--- config.mk ---
export PLATFORM = sky130hd
export DESIGN_NAME = raizing_gfx_arbiter
export DESIGN_NICKNAME = d
export VERILOG_FILES = /design/src/rtl/raizing_gfx_arbiter.sv
export SDC_FILE = /design/constraint.sdc
export NUM_CORES = 1
export LEC_CHECK = 0
export BUFFER_PORTS_ARGS = -buffer_cell sky130_fd_sc_hd__buf_2
export CAP_MARGIN = 20
export CORE_MARGIN = 2
export CORE_UTILIZATION = 53
export DETAILED_ROUTE_END_ITERATION = 10
export PLACE_DENSITY_LB_ADDON = 0.05
export SLEW_MARGIN = 0
export SYNTH_ARGS = -nofsm -noshare
export SYNTH_HDL_FRONTEND = slang
export SYNTH_SLANG_ARGS = --single-unit
--- constraint.sdc ---
create_clock -name CLK -period 7.6 [get_ports CLK]
set_input_delay 1.52 -clock CLK [delete_from_list [all_inputs] [get_ports CLK]]
set_output_delay 1.52 -clock CLK [all_outputs]
set_load 0.02 [all_outputs]
--- src/rtl/raizing_gfx_arbiter.sv ---
// ---------------------------------------------------------------------------
// raizing_gfx_arbiter
//
// Shares a single graphics ROM port (one SDRAM bank slot) among CHANNELS
// layer fetchers. Each channel keeps a one-entry cache of the last word it
// fetched, so repeated reads of the same address are answered without a ROM
// access. The policy is round-robin (PRIO_MODE=0) or fixed priority with
// channel 0 highest (PRIO_MODE=1). An optional timeout (TIMEOUT>0) abandons
// a fetch whose ROM_OK never arrives.
//
// Ports:
//   CLK, RESET        system clock, synchronous active-high reset
//   REQ_CS[i]         channel i wants data at REQ_ADDR[i*AW +: AW]
//   REQ_OK[i]         channel i cache holds the word for its current address
//   REQ_DOUT[i*DW+:DW] channel i cached word
//   ROM_CS/ROM_ADDR   request to the ROM slot, stable while waiting
//   ROM_OK/ROM_DOUT   ROM data valid / data
//   GRANT_ID          channel currently or most recently granted
//   BUSY              arbiter is not idle
//   TMO_ERR           sticky timeout flag, cleared only by RESET
// ---------------------------------------------------------------------------
module raizing_gfx_arbiter #(
    parameter int CHANNELS  = 4,
    parameter int AW        = 22,
    parameter int DW        = 32,
    parameter int PRIO_MODE = 0,
    parameter int TIMEOUT   = 0
) (
    input  logic                   CLK,
    input  logic                   RESET,
    input  logic [CHANNELS-1:0]    REQ_CS,
    input  logic [CHANNELS*AW-1:0] REQ_ADDR,
    output logic [CHANNELS-1:0]    REQ_OK,
    output logic [CHANNELS*DW-1:0] REQ_DOUT,
    output logic                   ROM_CS,
    output logic [AW-1:0]          ROM_ADDR,
    input  logic                   ROM_OK,
    input  logic [DW-1:0]          ROM_DOUT,
    output logic [2:0]             GRANT_ID,
    output logic                   BUSY,
    output logic                   TMO_ERR
);

    // A zero-width counter is illegal, so the disabled-timeout build keeps
    // a one-bit counter that simply saturates.
    localparam int CW = (TIMEOUT > 0) ? $clog2(TIMEOUT + 1) : 1;

    localparam logic [1:0] ST_IDLE = 2'd0;
    localparam logic [1:0] ST_WAIT = 2'd1;
    localparam logic [1:0] ST_GAP  = 2'd2;

    logic [1:0]          state;
    logic [AW-1:0]       caddr [CHANNELS];
    logic [DW-1:0]       cdata [CHANNELS];
    logic [CHANNELS-1:0] cval;
    logic [CHANNELS-1:0] hit;
    logic [CHANNELS-1:0] pend;
    logic [2:0]          rr_ptr;
    logic [2:0]          win_id;
    logic                win_found;
    logic [AW-1:0]       win_addr;
    logic [CW-1:0]       wait_cnt;
    logic                wait_expired;

    // Cache lookup works on registered cache state, so a word written on an
    // edge becomes visible as a hit only in the following cycle.
    always_comb begin
        hit  = '0;
        pend = '0;
        for (int i = 0; i < CHANNELS; i++) begin
            hit[i]  = REQ_CS[i] & cval[i] & (REQ_ADDR[i*AW +: AW] == caddr[i]);
            pend[i] = REQ_CS[i] & ~hit[i];
        end
    end

    assign REQ_OK = hit;
    assign BUSY   = (state != ST_IDLE);

    for (genvar i = 0; i < CHANNELS; i++) begin : g_dout
        assign REQ_DOUT[i*DW +: DW] = cdata[i];
    end

    // Winner selection. The first pass looks only at channels at or above
    // rr_ptr (or at every channel in fixed-priority mode); the descending
    // loop leaves the lowest qualifying index. If nothing qualifies, the
    // second pass takes the lowest pending index, which is the wrap-around.
    always_comb begin
        win_found = 1'b0;
        win_id    = '0;
        win_addr  = '0;
        for (int i = CHANNELS - 1; i >= 0; i--) begin
            if (pend[i] && (PRIO_MODE != 0 || 3'(i) >= rr_ptr)) begin
                win_found = 1'b1;
                win_id    = 3'(i);
            end
        end
        if (!win_found) begin
            for (int i = CHANNELS - 1; i >= 0; i--) begin
                if (pend[i]) begin
                    win_found = 1'b1;
                    win_id    = 3'(i);
                end
            end
        end
        for (int i = 0; i < CHANNELS; i++) begin
            if (win_id == 3'(i)) begin
                win_addr = REQ_ADDR[i*AW +: AW];
            end
        end
    end

    // The counter reads 0 in the first WAIT cycle, so the fetch is abandoned
    // on the edge that would bring it to TIMEOUT, keeping ROM_CS high for
    // exactly TIMEOUT cycles.
    assign wait_expired = (TIMEOUT != 0) && ((int'(wait_cnt) + 1) >= TIMEOUT);

    // Main FSM. A fetch is never aborted when the requester changes address
    // or drops CS: the word is stored under the address actually fetched,
    // and a channel that moved on simply misses again and re-arbitrates.
    always_ff @(posedge CLK) begin
        if (RESET) begin
            state    <= ST_IDLE;
            ROM_CS   <= 1'b0;
            ROM_ADDR <= '0;
            GRANT_ID <= '0;
            TMO_ERR  <= 1'b0;
            cval     <= '0;
            rr_ptr   <= '0;
            wait_cnt <= '0;
            for (int i = 0; i < CHANNELS; i++) begin
                caddr[i] <= '0;
                cdata[i] <= '0;
            end
        end else begin
            case (state)
                ST_IDLE: begin
                    if (win_found) begin
                        ROM_ADDR <= win_addr;
                        GRANT_ID <= win_id;
                        ROM_CS   <= 1'b1;
                        wait_cnt <= '0;
                        state    <= ST_WAIT;
                        if (PRIO_MODE == 0) begin
                            rr_ptr <= (win_id == 3'(CHANNELS - 1)) ? 3'd0 : win_id + 3'd1;
                        end
                    end
                end
                ST_WAIT: begin
                    if (ROM_OK) begin
                        for (int i = 0; i < CHANNELS; i++) begin
                            if (GRANT_ID == 3'(i)) begin
                                caddr[i] <= ROM_ADDR;
                                cdata[i] <= ROM_DOUT;
                                cval[i]  <= 1'b1;
                            end
                        end
                        ROM_CS <= 1'b0;
                        state  <= ST_GAP;
                    end else if (wait_expired) begin
                        for (int i = 0; i < CHANNELS; i++) begin
                            if (GRANT_ID == 3'(i)) begin
                                cval[i] <= 1'b0;
                            end
                        end
                        ROM_CS  <= 1'b0;
                        TMO_ERR <= 1'b1;
                        state   <= ST_GAP;
                    end else if (wait_cnt != '1) begin
                        wait_cnt <= wait_cnt + 1'b1;
                    end
                end
                ST_GAP: begin
                    // One cycle with ROM_CS low so the SDRAM slot sees a
                    // fresh request edge for the next grant.
                    state <= ST_IDLE;
                end
                default: begin
                    state <= ST_IDLE;
                end
            endcase
        end
    end

endmodule
==> impl_results.md, run 1 <==
* Worst Path Class, Setup: primary input to register
* CP required at 8.01 ns
* H-tree levels at 1
* # DRC at 0
* Yosys cell types at 44
* N_diodes at 0
* Starting density of the core at 0.545
* Initial antenna violation count at 1
* Num ports at 287
* Clk_skew at 0.0125 ns
* Commonest cells in the netlist: 217 x and2_1, 216 x edfxtp_1, 54 x nor2_1
* Crit path buf inv count at 2
* Reg clk slew, reported paths at 0.06 ns
* Minimum clock period at 4.75 ns
* Max rail drop VDD at roughly 230 µV
* R2R setup slack at 3.55 ns
* Largest cells by area after synthesis: edfxtp_1 58%, and2_1 12%, dfxtp_1 6.0%, xnor2_1 3.5%, xor2_1 3.5%
* Vias at 7,654
* Placed cell area at 12,800 µm²
* Vias in the first global route at 7,451
* Seq cells post-synth at 249
* YS warnings at 0
* Register area share after synthesis at 0.644
* Final setup violation count at 0
* Die area at around 22,000 µm²
* Delay of the slowest critical-path stage at 0.54 ns
* Dominant cell type by area after synthesis: edfxtp_1
* Syn Area/Cell at 12.6 µm²
* DRT antenna net count at 0
* Dpl hpwl at ~21,000 µm
* Post-CTS setup buffers at 0
* Crit path DAT at between 5 and 6 ns
* PD cells at 241 nW/µm²
* Max-cap violation count at 0
* DRT Wirelength at between 20,000 and 30,000 µm
* Asr flop ratio synth at 0
* P_leak at around 0.006 µW
* Clock Latency Late Sink at 0.53 ns
* Largest net degree at the start of global routing at 56
* CTS Buf Count at 26
* First-pass GRT wire length at about 45,000 µm
* Cts hold-fix bufs at 0
* Drt first-iter violations at 556
* Number of synthesized flops with an enable pin at 216
* Row Count at 52
* Avg WL per Cell at slightly above 20 µm
* CTS tree: done
* Die span in y at 149 µm
* Share of cells above drive strength 1 at 0.301
* Final period utilization at 0.625
* Top delay family on crit path: simple AND/OR/NAND/NOR gates
* Worst-path maximum fanout at 22
* Clock tree sinks at 249
* Cells after Synth at between 800 and 900
* Post-layout util at 0.670
* Die X at between 100 and 150 µm
* Fmax at 211 MHz
* Final Hold Vio Count at 0
* Final non-filler cell area at 13,600 µm²
* Critical path launch point type: primary input
* Core area at 20,400 µm²
* NumNets Final at between 1k and 1.5k
* Slew HR at 0.324
* Vias per cell at ~5.3
* Total GRT Usage at 0.269
* Post-CTS sizing at 0
* CTS max path bufs at 3
* Crit path cell chain: buf_2 -> xor2_1 -> or4_1 -> nor4_2 -> a21o_2 -> mux2i_1 -> a211oi_2 -> inv_1 -> ha_1 -> nand2_1 -> nor2_1 -> a21oi_1 -> nor2_1 -> a21oi_1 -> o211ai_2 -> o211a_1
* Max Slew Vio Count at 0
* Detailed-router iteration count before antenna repair at 5
* CP max stage cell: or4_1
* Total grt overflow at 0
* Cell with the most instances after synthesis: and2_1
* Gpl congestion at 0.826
* Syn Std Cell Area at 11,100 µm²
* Clk root buf: clkbuf_16
* Worst-Margin Slew at 1.01 ns
* Syn-to-layout area delta at 23.0%
* Hold/Removal Path Class: register to register
* Final TNS setup at 0 ns
* Crit end category: register
* Status: complete, no violations
* Most used DFF post-synth: edfxtp_1
* RSZ-0062 raised after global routing: no
* IO buf count at 284
* Yosys top cell area share at 0.585
* Final hold slack at 0.452 ns
## per-layer routing
layer / vias up / part of all wire / GRT usage
met5: - / 0.00044 / 0
met1: 3590 / 0.41 / 0.375
met2: 381 / 0.47 / 0.433
met4: 2 / 0.021 / 0.0629
met3: 45 / 0.098 / 0.0638
li1: 3636 / - / -
## path summary, 6_finish.rpt
| path | end | depth (start not counted) | startpoint |
|---|---|---|---|
| worst max register to register | ROM_ADDR[2] | 15 | caddr[0][0] |
| worst min-delay path | cval[0] | 1 | cval[0] |
| worst max-delay path | ROM_ADDR[2] | 16 | REQ_ADDR[15] |
| worst min register to register | cval[0] | 1 | cval[0] |
## flip-flops by register name, indices dropped and copies added (netlist names)
signal,flops
cdata,128
ROM_ADDR,22
rr_ptr,2
cval,4
ROM_CS,1
caddr,88
GRANT_ID,2
state,2
## placed cells by master, fill, tap and decap left out, types with 11 or more instances in the layout
| master | instances |
|---|---|
| buf_2 | 284 |
| and2_1 | 217 |
| edfxtp_1 | 216 |
| nand2_1 | 51 |
| nor2_1 | 51 |
| a21oi_1 | 47 |
| xor2_1 | 44 |
| xnor2_1 | 44 |
| dfxtp_1 | 33 |
| clkbuf_16 | 27 |
| o211a_1 | 22 |
| o211ai_1 | 16 |
| nand4_1 | 15 |
| buf_4 | 12 |
| inv_1 | 11 |
| nor4_1 | 11 |
## where the power goes
group,internal (µW),leakage (µW),switching (µW)
Combinational,163,0.00300,308
Clock,687,0.000398,499
Sequential,1570,0.00251,59.2
Total,2420,0.00591,866
## per-stage QoR
stage | setup WS, ns | cells | power [µW]
detailed placement | 2.33 | 1401 | 2120
CTS | 2.83 | 1448 | 3300
global placement | 2.34 | 1400 | 2120
global route | 2.56 | 1448 | 3400
finish | 2.85 | 1448 | 3280
floorplan | 1.39 | 881 | 1930
## layout make-up
class	count	area (µm²)
sequential	249	7150
fill	1616	6720
multi-input combinational	574	3790
timing repair buffer	297	1530
clock buffer	39	761
tap	270	338
inverter	11	41.3
clock inverter	8	37.5
## logic make-up (layout without fill, tap and decap cells)
| logic type | count (synthesis) | after routing | synth area share |
|---|---|---|---|
| and+or+nand+nor | 360 | 360 | 0.179 |
| DFF | 249 | 249 | 0.644 |
| AOI/OAI and AO/OA | 118 | 118 | 0.0770 |
| xor gates and xnor gates | 88 | 88 | 0.0695 |
| buffers and inverters | 58 | 355 | 0.0231 |
| adders and majority gates | 4 | 4 | 0.00451 |
| muxes | 2 | 2 | 0.00180 |
| other | 1 | 2 | 0.000338 |
(Power assumes the default switching activity.)
==> run 2, diff against run 1 <==
--- a/config.mk
+++ b/config.mk
@@ -8,7 +8,7 @@
 export BUFFER_PORTS_ARGS = -buffer_cell sky130_fd_sc_hd__buf_2
 export CAP_MARGIN = 20
 export CORE_MARGIN = 2
-export CORE_UTILIZATION = 53
+export CORE_UTILIZATION = 48
 export DETAILED_ROUTE_END_ITERATION = 10
 export PLACE_DENSITY_LB_ADDON = 0.05
 export SLEW_MARGIN = 0
==> constraint.sdc (replaced) <==
create_clock -name CLK -period 4.23 [get_ports CLK]
set_input_delay 0.846 -clock CLK [delete_from_list [all_inputs] [get_ports CLK]]
set_output_delay 0.846 -clock CLK [all_outputs]
set_load 0.02 [all_outputs]
==> run 2 against run 1 <==
  * Worst hold slack gained 0.0016 ns
  * Sequential share of layout area shrank 0.79 points
  * Critical path depth grew 1
  * Sequential power grew 79%
  * Largest cell class unchanged
  * Die area grew 10%
  * Clock power grew 88%
  * Cell area grew 1.5%
  * Clock skew shrank 0.0028 ns
  * Via count grew 1.6%
==> impl_results.md, run 2 (synthesized netlist as in run 1, its figures left out) <==
* Avg WL per Cell at 20.9 µm
* Switching part of the total at 0.271
* Max Slew Vio Count at 0
* Vias per cell at 5.26
* Crit end category: register
* Status: complete, no violations
* CP Launch Point: caddr[0][0]
* Cts hold-fix bufs at 0
* Post-CTS sizing at 0
* First-pass GRT wire length at around 45,000 µm
* Worst Path Class, Setup: register to register
* Largest Register: cdata
* Worst-path maximum fanout at 22
* Largest register FFs at approximately 130
* Die X at 156 µm
* RSZ-0062 raised after global routing: no
* H-tree levels at 1
* Final period utilization at 0.860
* Slew HR at 0.442
* CP required at around 4.6 ns
* Clk_skew at roughly 0.0097 ns
* Critical path launch point type: register
* IO buf count at 284
* CTS Buf Count at 27
* Commonest non-fill, non-tap cells in the layout: 284 x buf_2, 217 x and2_1, 216 x edfxtp_1
* Initial antenna violation count at 3
* Final hold slack at 0.454 ns
* Worst r2r dst: ROM_ADDR[4]
* DRT Wirelength at 30,800 µm
* Clock network fraction of total power at 0.370
* Share of cells above drive strength 1 at 0.310
* Register Area at slightly above 7000 µm²
* P_leak at 0.00599 µW
* Vias in the first global route at between 7k and 8k
* CTS max path bufs at 3
* Switching power total at 1640 µW
* Num ports at 287
* Multi-input gate area at 3780 µm²
* Clock tree sinks at 249
* Row Count at 55
* PD cells at approximately 440 nW/µm²
* CP endpoint: ROM_ADDR[4]
* Core area at 22,600 µm²
* Starting density of the core at 0.490
* Vias at between 7k and 8k
* Syn-to-layout area delta at 24.9%
* Gate power share at 0.146
* Post-CTS setup buffers at 0
* Seq pwr share at 0.484
* R2R setup slack at 0.59 ns
* Fillers at ~1.9k
* NumNets Final at around 1.3k
* Reg2reg path depth at 17
* Total grt overflow at 0
* Largest net degree at the start of global routing at 56
* Dpl hpwl at 21,200 µm
* Max-cap violation count at 0
* Die span in y at roughly 160 µm
* CTS tree: done
* Layout Cells excl Fill at around 1.5k
* Reg2reg start: caddr[0][0]
* Minimum clock period at 3.64 ns
* Final setup margin at 0.593 ns
* Clk root buf: clkbuf_16
* Worst-Margin Slew at between 0.8 and 0.9 ns
* Crit path DAT at 4.05 ns
* Reg clk slew, reported paths at around 0.060 ns
* Die area at 24,300 µm²
* Clock Latency Late Sink at 0.53 ns
* Post-layout util at 0.612
* # placed instances at roughly 1.4k
* Total GRT Usage at 0.248
* Hold/Removal Path Class: register to register
* Drt first-iter violations at 532
* Fmax at 275 MHz
* Most common library cell in the layout ignoring fill and taps: buf_2
* Gpl congestion at 0.837
* Detailed-router iteration count before antenna repair at 6
* # DRC at 0
* DRT antenna net count at 0
* Max rail drop VDD at between 300 and 400 µV
* Final setup violation count at 0
* Pre-CTS setup slack at approximately 0.14 ns
* Final Hold Vio Count at 0
* Int Pwr at 4400 µW
* Biggest regs: cdata x128, caddr x88, ROM_ADDR x22
## run 2: changes by cell type in the layout (fill, tap and decap cells not counted), moves of 2 or more
| cell | previous run | this run |
|---|---|---|
| clkbuf_8 | 4 | 2 |
| clkbuf_1 | 8 | 5 |
| buf_12 | 1 | 7 |
| clkinvlp_4 | 0 | 4 |
| buf_4 | 12 | 17 |
| diode_2 | 0 | 2 |
## run 2: power groups by stage
stage          sequential, µW  clock, µW  combinational (µW)
2_1_floorplan            3070          0                 397
3_3_place_gp             2970          0                 881
3_5_place_dp             2970          0                 881
4_1_cts                  2920       2260                 886
5_1_grt                  2940       2340                 951
6_report                 2920       2240                 879
## run 2: cell type report
class	instances	share of cell area
Sequential cell	249	0.516
Multi-Input combinational cell	574	0.273
Timing Repair Buffer	308	0.122
Clock buffer	34	0.0521
Tap cell	285	0.0257
Clock inverter	15	0.00795
Inverter	11	0.00298
Antenna cell	2	0.000361
## run 2: per-stage QoR
stage	instance area, µm²	total power, µW	TNS [ns]
finish	13900	6040	0
global placement	13000	3850	0
CTS	13800	6070	0
global route	13900	6230	0
detailed placement	13000	3860	0
floorplan	11100	3470	-183.00
## run 2: worst min-delay path by stage
| stage | start | endpoint | slack [ns] | cells past startpoint |
|---|---|---|---|---|
| after floorplan | cval[2] | cval[2] | 0.43 | 1 |
| after global placement | cval[2] | cval[2] | 0.43 | 1 |
| after detailed placement | cval[2] | cval[2] | 0.44 | 1 |
| after CTS | cval[2] | cval[2] | 0.46 | 1 |
| after global routing | cval[2] | cval[2] | 0.48 | 1 |
| final | cval[2] | cval[2] | 0.45 | 1 |
## run 2: routing by layer
metal | track usage | up-vias | part of all wire
met5 | 0 | - | 0.00042
met4 | 0.0668 | 2 | 0.023
met3 | 0.0636 | 48 | 0.090
met2 | 0.403 | 328 | 0.47
met1 | 0.333 | 3730 | 0.42
li1 | - | 3668 | -
## run 2: worst max-delay path: stages (launching register included)
cell and delay, ns:
edfxtp_1 0.43, xor2_1 0.18, or4_1 0.51, nor4_2 0.28, buf_4 0.17, a211oi_1 0.09
o21a_1 0.17, o21a_1 0.17, or2_1 0.25, ha_1 0.22, buf_12 0.16, nand2_1 0.07
nor2_1 0.04, a21oi_1 0.28, nor2_1 0.07, a21oi_1 0.15, o211ai_2 0.09, o211a_1 0.18
